`config.mk`:
```
export PLATFORM = sky130hd
export DESIGN_NAME = upd7800_bus
export DESIGN_NICKNAME = d
export VERILOG_FILES = /design/src/rtl/scv_bus_pkg.sv /design/src/rtl/upd7800_iram.sv /design/src/rtl/upd7800_bus.sv
export SDC_FILE = /design/constraint.sdc
export NUM_CORES = 1
export LEC_CHECK = 0
export ABC_CLOCK_PERIOD_IN_PS = 4000
export CELL_PAD_IN_SITES_DETAIL_PLACEMENT = 1
export CELL_PAD_IN_SITES_GLOBAL_PLACEMENT = 2
export CORE_MARGIN = 2
export CORE_UTILIZATION = 34
export CTS_BUF_LIST = sky130_fd_sc_hd__clkbuf_8
export CTS_CLUSTER_SIZE = 24
export DETAILED_ROUTE_END_ITERATION = 12
export PLACE_DENSITY_LB_ADDON = 0.08
export SYNTH_ARGS = -nofsm -noshare
export SYNTH_HDL_FRONTEND = slang
export SYNTH_HIERARCHICAL = 1
export SYNTH_SLANG_ARGS = --single-unit
```
`constraint.sdc`:
```
create_clock -name CLK -period 4 [get_ports CLK]
set_input_delay 0.8 -clock CLK [delete_from_list [all_inputs] [get_ports CLK]]
set_output_delay 0.8 -clock CLK [all_outputs]
set_load 0.005 [all_outputs]
```
`src/rtl/scv_bus_pkg.sv`:
```
// Shared types and default SCV memory map for the uPD7800 bus block.
package scv_bus_pkg;

    typedef enum logic [2:0] {
        NONE,
        ROM,
        VRAM,
        IO,
        CART,
        IRAM
    } e_bus_region;

    typedef enum logic [1:0] {
        IDLE,
        READ,
        WRITE
    } e_bus_state;

    localparam logic [15:0] DEF_ROM_END   = 16'h0FFF;
    localparam logic [15:0] DEF_VRAM_BASE = 16'h2000;
    localparam logic [15:0] DEF_VRAM_END  = 16'h3FFF;
    localparam logic [15:0] DEF_IO_BASE   = 16'h3000;
    localparam logic [15:0] DEF_IO_END    = 16'h33FF;
    localparam logic [15:0] DEF_CART_BASE = 16'h8000;
    localparam logic [15:0] DEF_IRAM_BASE = 16'hFF80;
    localparam logic [7:0]  DEF_OPEN_BUS  = 8'hFF;
    localparam int          IRAM_DEPTH    = 128;

    // Priority order IRAM > IO > VRAM > ROM > CART; IO sits inside VRAM.
    function automatic e_bus_region bus_decode(
        input logic [15:0] a,
        input logic [15:0] rom_end,
        input logic [15:0] vram_base,
        input logic [15:0] vram_end,
        input logic [15:0] io_base,
        input logic [15:0] io_end,
        input logic [15:0] cart_base,
        input logic [15:0] iram_base
    );
        e_bus_region r;
        r = NONE;
        if (a >= iram_base)                       r = IRAM;
        else if (a >= io_base && a <= io_end)     r = IO;
        else if (a >= vram_base && a <= vram_end) r = VRAM;
        else if (a <= rom_end)                    r = ROM;
        else if (a >= cart_base)                  r = CART;
        return r;
    endfunction

endpackage

```
`src/rtl/upd7800_iram.sv`:
```
// 128x8 single-port on-chip RAM; registered read, write-first on the port.
module upd7800_iram
    import scv_bus_pkg::*;
(
    input  logic       clk_i,
    input  logic       we_i,
    input  logic [6:0] addr_i,
    input  logic [7:0] wdata_i,
    output logic [7:0] rdata_o
);

    logic [7:0] mem_q [IRAM_DEPTH];
    logic [7:0] rdata_q;

    always_ff @(posedge clk_i) begin
        if (we_i) begin
            mem_q[addr_i] <= wdata_i;
            rdata_q       <= wdata_i;
        end else begin
            rdata_q       <= mem_q[addr_i];
        end
    end

    assign rdata_o = rdata_q;

endmodule

```
`src/rtl/upd7800_bus.sv`:
```
// SCV bus block: decodes the core's bus into chip selects, hosts the on-chip
// RAM at the top of memory and tracks each bus cycle to commit writes once.
module upd7800_bus
    import scv_bus_pkg::*;
#(
    parameter logic [15:0] ROM_END   = DEF_ROM_END,
    parameter logic [15:0] VRAM_BASE = DEF_VRAM_BASE,
    parameter logic [15:0] VRAM_END  = DEF_VRAM_END,
    parameter logic [15:0] IO_BASE   = DEF_IO_BASE,
    parameter logic [15:0] IO_END    = DEF_IO_END,
    parameter logic [15:0] CART_BASE = DEF_CART_BASE,
    parameter logic [15:0] IRAM_BASE = DEF_IRAM_BASE,
    parameter logic [7:0]  OPEN_BUS  = DEF_OPEN_BUS
) (
    input  logic        CLK,
    input  logic        RESET,
    input  logic [15:0] CPU_A,
    input  logic [7:0]  CPU_DB_O,
    input  logic        CPU_RDB,
    input  logic        CPU_WRB,
    input  logic        CPU_M1,
    output logic [7:0]  CPU_DB_I,
    input  logic [7:0]  EXT_DB_I,
    output logic [7:0]  EXT_DB_O,
    output logic        ROM_CSB,
    output logic        VRAM_CSB,
    output logic        IO_CSB,
    output logic        CART_CSB,
    output logic        EXT_RDB,
    output logic        EXT_WRB,
    output logic        WR_COMMIT,
    output logic [15:0] FETCH_A,
    output logic        BUS_ERR,
    output logic        ROM_WR_ERR
);

    e_bus_region region, wa_region;
    e_bus_state  state_q, state_d;

    logic        access, ext_sel;
    logic        rd_q, wr_q, m1_q;
    logic [15:0] a_q;
    logic [7:0]  db_q;
    logic [15:0] wa_q, wa_d;
    logic [7:0]  wd_q, wd_d;
    logic [15:0] fetch_q, fetch_d;
    logic        bus_err_q, bus_err_d;
    logic        rom_err_q, rom_err_d;
    logic        commit, commit_en, iram_we;
    logic [6:0]  iram_addr;
    logic [7:0]  iram_rdata;

    assign region    = bus_decode(CPU_A, ROM_END, VRAM_BASE, VRAM_END,
                                  IO_BASE, IO_END, CART_BASE, IRAM_BASE);
    assign wa_region = bus_decode(wa_q, ROM_END, VRAM_BASE, VRAM_END,
                                  IO_BASE, IO_END, CART_BASE, IRAM_BASE);

    assign access  = ~CPU_RDB | ~CPU_WRB;
    assign ext_sel = (region == ROM) || (region == VRAM) ||
                     (region == IO)  || (region == CART);

    assign ROM_CSB  = ~((region == ROM)  & access);
    assign VRAM_CSB = ~((region == VRAM) & access);
    assign IO_CSB   = ~((region == IO)   & access);
    assign CART_CSB = ~((region == CART) & access);
    assign EXT_RDB  = CPU_RDB | ~ext_sel;
    assign EXT_WRB  = CPU_WRB | ~ext_sel;
    assign EXT_DB_O = RESET ? 8'h00 : CPU_DB_O;

    always_comb begin
        CPU_DB_I = OPEN_BUS;
        if (!CPU_RDB) begin
            if (region == IRAM) CPU_DB_I = iram_rdata;
            else if (ext_sel)   CPU_DB_I = EXT_DB_I;
        end
    end

    // The FSM runs one CLK behind the pins on a registered copy of the bus,
    // so address and data seen at entry/commit line up with the strobes.
    always_comb begin
        state_d   = state_q;
        wa_d      = wa_q;
        wd_d      = wd_q;
        fetch_d   = fetch_q;
        bus_err_d = bus_err_q;
        rom_err_d = rom_err_q;
        commit    = 1'b0;
        if (!rd_q && !wr_q) begin
            bus_err_d = 1'b1;
            state_d   = IDLE;
        end else begin
            case (state_q)
                IDLE: begin
                    if (!rd_q) begin
                        state_d = READ;
                        if (m1_q) fetch_d = a_q;
                    end else if (!wr_q) begin
                        state_d = WRITE;
                        wa_d    = a_q;
                        wd_d    = db_q;
                    end
                end
                READ: begin
                    if (!wr_q) begin
                        bus_err_d = 1'b1;
                        state_d   = IDLE;
                    end else if (rd_q) begin
                        state_d = IDLE;
                    end
                end
                WRITE: begin
                    if (!rd_q) begin
                        bus_err_d = 1'b1;
                        state_d   = IDLE;
                    end else if (wr_q) begin
                        state_d = IDLE;
                        commit  = 1'b1;
                        if (wa_region == ROM) rom_err_d = 1'b1;
                    end else begin
                        wd_d = db_q;
                    end
                end
                default: state_d = IDLE;
            endcase
        end
    end

    always_ff @(posedge CLK) begin
        if (RESET) begin
            state_q   <= IDLE;
            rd_q      <= 1'b1;
            wr_q      <= 1'b1;
            m1_q      <= 1'b0;
            a_q       <= 16'h0000;
            db_q      <= 8'h00;
            wa_q      <= 16'h0000;
            wd_q      <= 8'h00;
            fetch_q   <= 16'h0000;
            bus_err_q <= 1'b0;
            rom_err_q <= 1'b0;
        end else begin
            state_q   <= state_d;
            rd_q      <= CPU_RDB;
            wr_q      <= CPU_WRB;
            m1_q      <= CPU_M1;
            a_q       <= CPU_A;
            db_q      <= CPU_DB_O;
            wa_q      <= wa_d;
            wd_q      <= wd_d;
            fetch_q   <= fetch_d;
            bus_err_q <= bus_err_d;
            rom_err_q <= rom_err_d;
        end
    end

    assign commit_en  = commit & ~RESET;
    assign iram_we    = commit_en & (wa_region == IRAM);
    assign iram_addr  = commit_en ? wa_q[6:0] : CPU_A[6:0];
    assign WR_COMMIT  = commit_en;
    assign FETCH_A    = fetch_q;
    assign BUS_ERR    = bus_err_q;
    assign ROM_WR_ERR = rom_err_q;

    upd7800_iram u_iram (
        .clk_i   (CLK),
        .we_i    (iram_we),
        .addr_i  (iram_addr),
        .wdata_i (wd_q),
        .rdata_o (iram_rdata)
    );

endmodule
```
# == Word-level counts from Yosys, hierarchy flattened ==
# Memory sizes are Yosys's and may differ from the RTL's. A register that Yosys moved wholly into a read port is not among the register bits.
# Cells that the tools add are included.
# Widths: inputs -> output; s select.
# totals
reg_bits,71
ramBits,1024
inputBits,37
output_inout_bits,41
elab_cells,112
memories,1
# mem_list
name,depth,word_bits,read_ports,rd_clocked_by_memory_dff,wr,line_no,rtl
u_iram.mem_q,128,8,1,1,1,upd7800_iram.sv:12,logic [7:0] mem_q [IRAM_DEPTH];
# classes
n_lt_le_gt_ge,14
n_eq_ne,14
mux,32
bitwise,20
reduce_logical,20
# ops
op,n
$ge 16x14->1 const B,4
$ge 16x16->1 const B,4
$le 16x14->1 const B,4
$le 16x12->1 const B,2
$mux 8,4
$mux 3,10
$ne 3x3->1 const B,5
$mux 2,6
$reduce_and 4->1,3
$not 1->1,11
$eq 3x3->1 const B,3
$mux 1,9
$mux 7,1
$and 1x1->1,6
$eq 3x1->1 const B,2
$eq 3x2->1 const B,2
$pmux 2 s3,1
$reduce_and 3->1,2
$logic_and 1x1->1,5
$reduce_and 5->1,1
$reduce_or 2->1,2
$logic_or 1x1->1,3
$or 1x1->1,3
$reduce_bool 3->1,1
other kinds (5),6

# == Logic depth before layout (Yosys ltp) ==
# depth
ltp_word,13
ltp_mapped,10
mapped_depth_nobuf,7

# == Hierarchy ==
# Netlist, hierarchy kept.
# by_module_without_submodules
mod,n_inst,cells_each,area_each_um2
upd7800_iram,1,1634,39645.5
upd7800_bus,1,314,2827.7

# == Least setup slack after synthesis ==
# Ideal clock, no wire load.
# synth_timing
kind,flip-flop to output port
start,register (tool-made name)
end,output port CPU_DB_I[6]
arrival_time_ns,3.053
required_ns,3.200
setup_slack_ns,0.147
path_stages_with_launch,10
path_cell_list,dfxtp_1 clkbuf_1 buf_1 mux4_2 mux4_2 mux4_2 mux2_2 nor2_1 nor4b_1 a31oi_1
# synth_rtl
element,line_no,rtl
"end, declared",upd7800_bus.sv:22,"output logic [7:0] CPU_DB_I,"

==> metrics.yaml <==
pwr:
  powerDensity_mw_per_mm2: 454
  peakVddDrop_mv: 0.337
  p_leak_nw: 16.9
logic_synthesis:
  async_flop_share: 0
  synth_top_cell_by_area: "edfxtp_1"
  synthFlopType: "edfxtp_1"
  synth_top_area_share: 0.724
  ys_seq_area_frac: 0.761
  synth-seq-cells: 1102
  yosysWarnings: 6
  synth.avg_cell_area_um2: 21.8
  synth_edf_count: 1024
  netlist_instances: 1948
  synth_cell_type_count: 40
  syn_area_mm2: 0.0425
  synth_area_leaders: "edfxtp_1 (72%), mux4_2 (18%), dfxtp_1 (3.7%), nor2_1 (1.2%), nor2b_1 (0.50%)"
  synthesis.nets: 1985
cts:
  clockRootBuffer: "clkbuf_8"
  cts_tree: "yes"
  cts_sinks: 1102
  clock_latency_ps: 890
  clock_path_buffers: 3
  h-tree-depth: 4
  cts-buffers-inserted: 189
  path_clk_slew_ps: 60
min_path:
  holdPathStages: 2
  hp-class: "reg2reg"
  whs_endpoint: "wa_q[6]"
  worstHoldStart: "wa_q[6]"
setup_path:
  r2r_slack_ps: 240
  worst_setup_path_end_kind: "output port"
  crit_top_cell: "mux4_2"
  cp.required_ps: 3200
  cp_slowest_stage_delay_ps: 580
  cp_max_fo: 5
  cp_top_family: "multiplexers"
  cp_slowest_cell: "mux4_2"
  rr_startpoint: "state_q[1]"
  crit_buf_inv: 5
  arrival_ps: 4600
  regToRegEndpoint: "u_iram/mem_q[12][2]"
  cp-start-kind: "flop"
  r2r_cells: 8
  setup.worst_path.class: "reg2out"
  critical_path.cell_chain: "buf_12 -> buf_12 -> buf_4 -> mux4_2 -> mux4_2 -> mux4_2 -> mux2_4 -> nor2_4 -> nor4b_4 -> buf_4 -> a31oi_1 -> buf_2"
drt:
  first_pass_iters: 5
  vias: 21300
  via_per_inst: 5.09
  wire_per_inst_um: 29.0
  antenna_left: 0
  drt-initial-drc-count: 1588
  drt_wl_total_mm: 121
  drc_errors: 0
final_layout:
  design_area_mm2: 0.0513
  final_cell_mix: "edfxtp_1 (1,024), mux4_2 (336), buf_4 (234)"
  finalCoreUtilization: 0.415
  layout_commonest_cell: "edfxtp_1"
  nets: 2436
  fin_cells: 4182
  area_delta_synth_final_pct: 20.9
  fillers: 11700
  drive_gt1_frac: 0.358
timing:
  postLayoutSetupSlackWorst_ps: -1400
  worstMarginPinSlew_ps: 1110
  min_period_ps: 5400
  grt_setup_unrepaired: "yes"
  finalCritPeriodShare: 1.35
  slew_headroom: 0.256
  max_freq_ghz: 0.185
  clock-skew-final_ps: 40.1
  slew_viol_final: 0
  setup_viol: 8
  hold_viol: 0
grt:
  grt_pass1_wl_mm: 174
  first_global_vias: 23000
  antenna_found_initial: 4
  track_usage: 0.194
  gr-total-overflow: 0
  grt_max_degree: 80
die:
  die_w_um: 357
  die_h_um: 357
  die-area_mm2: 0.128
  initial_core_util: 0.343
  ios: 78
  design.core.area_mm2: 0.124
  rows: 129
placed_design:
  dp_hpwl_mm: 78.0
  gp_congestion: 0.792
  postPlaceCellArea_mm2: 0.0472
  pre_cts_ws_ps: -1440
  dp_cells: 3802
  io_buffers: 77
outcome:
  status: "finished with violations"
  violations: "setup timing"
job:
  drv_cap: 0
[worst reg2reg max path: stages, from the launching register on]
cell and delay (ps):
dfxtp_1 560, nand4b_1 330, nor2_2 520, mux2_2 500, nor2b_1 320, nand2_1 390
buf_4 320, nor2_1 280, buf_4 250
[Yosys cell counts (2+ instances only)]
master / n
edfxtp_1: 1024
mux4_2: 336
nor2_1: 141
dfxtp_1: 78
clkbuf_1: 55
nand2_1: 51
a21oi_1: 35
nor2b_1: 34
nand3_1: 32
buf_2: 21
buf_1: 19
mux2_2: 15
buf_4: 12
inv_1: 10
nor3_1: 10
o21ai_1: 10
nor4b_1: 9
a31oi_1: 8
mux2i_1: 8
o21ai_0: 6
nand2b_1: 5
nand4_1: 4
buf_6: 3
nor4_1: 2
nor4b_4: 2
o21bai_1: 2
or2_2: 2
or3_1: 2
[cells by family (layout without fill, tap and decap cells)]
kind of cell           after synthesis  after routing  synth area share
DFF                               1102           1102             0.761
muxes                              359            359             0.184
and+or+nand+nor                    301            301            0.0339
other                                0              2                 0
buffers and inverters              121            716            0.0129
AOI/OAI and AO/OA                   65             65           0.00840
[layout make-up]
class | count | area (µm²) | area share
Antenna cell | 2 | 5.00 | 0.0000975
Clock inverter | 136 | 644 | 0.0126
Sequential cell | 1102 | 32400 | 0.630
Inverter | 10 | 37.5 | 0.000731
Tap cell | 1637 | 2050 | 0.0399
Timing Repair Buffer | 371 | 3740 | 0.0728
Clock buffer | 199 | 2740 | 0.0534
Multi-Input combinational cell | 725 | 9770 | 0.190
[power by group]
part | internal, mW | total, mW | switching [mW]
combinational | 0.723 | 1.43 | 0.709
sequential | 12.5 | 12.6 | 0.0848
clock | 4.70 | 9.29 | 4.58
total | 17.9 | 23.3 | 5.37
[flip-flops by register name, summed over array words and instances, names as in the netlist, named ones only]
| signal | count |
|---|---|
| BUS_ERR | 1 |
| FETCH_A | 16 |
| ROM_WR_ERR | 1 |
| a_q | 16 |
| db_q | 8 |
| m1_q | 1 |
| rd_q | 1 |
| state_q | 2 |
| u_iram/mem_q | 1024 |
| wa_q | 16 |
| wd_q | 8 |
| wr_q | 1 |
[timing repair]
action                     4_1_cts  5_1_grt
gates cloned                     6        1
buffers inserted                30        6
setup endpoints to repair        8        8
pin swaps                        1        0
gates resized for setup         72        7
hold buffers                     0        0
[per-stage QoR]
| stage | setup TNS, ps | hold slack (ps) | power, mW |
|---|---|---|---|
| after global placement | -8540 | 440 | 14.2 |
| after global routing | -12060 | 441 | 24.2 |
| after CTS | -12200 | 364 | 23.7 |
| final | -10800 | 452 | 23.3 |
| after floorplan | 0 | 432 | 13.6 |
| after detailed placement | -8030 | 447 | 14.2 |
[per-layer routing]
| metal | global-route usage | share of wire | up-vias |
|---|---|---|---|
| li1 | - | - | 9049 |
| met1 | 0.270 | 0.45 | 11600 |
| met2 | 0.315 | 0.49 | 512 |
| met3 | 0.0328 | 0.042 | 172 |
| met4 | 0.0517 | 0.019 | 0 |
| met5 | 0 | 0 | - |
[how the worst max path moves through the flow]
stage,from,endpoint,slack [ps],cells past startpoint
6_report,flop,CPU_DB_I[2],-1400,12
5_1_grt,flop,CPU_DB_I[2],-1530,13
4_1_cts,flop,CPU_DB_I[0],-1570,13
3_5_place_dp,flop,CPU_DB_I[7],-1440,12
3_3_place_gp,flop,CPU_DB_I[7],-1480,12
2_1_floorplan,flop,CPU_DB_I[6],150,9
Power figures use the tool's default switching activity.
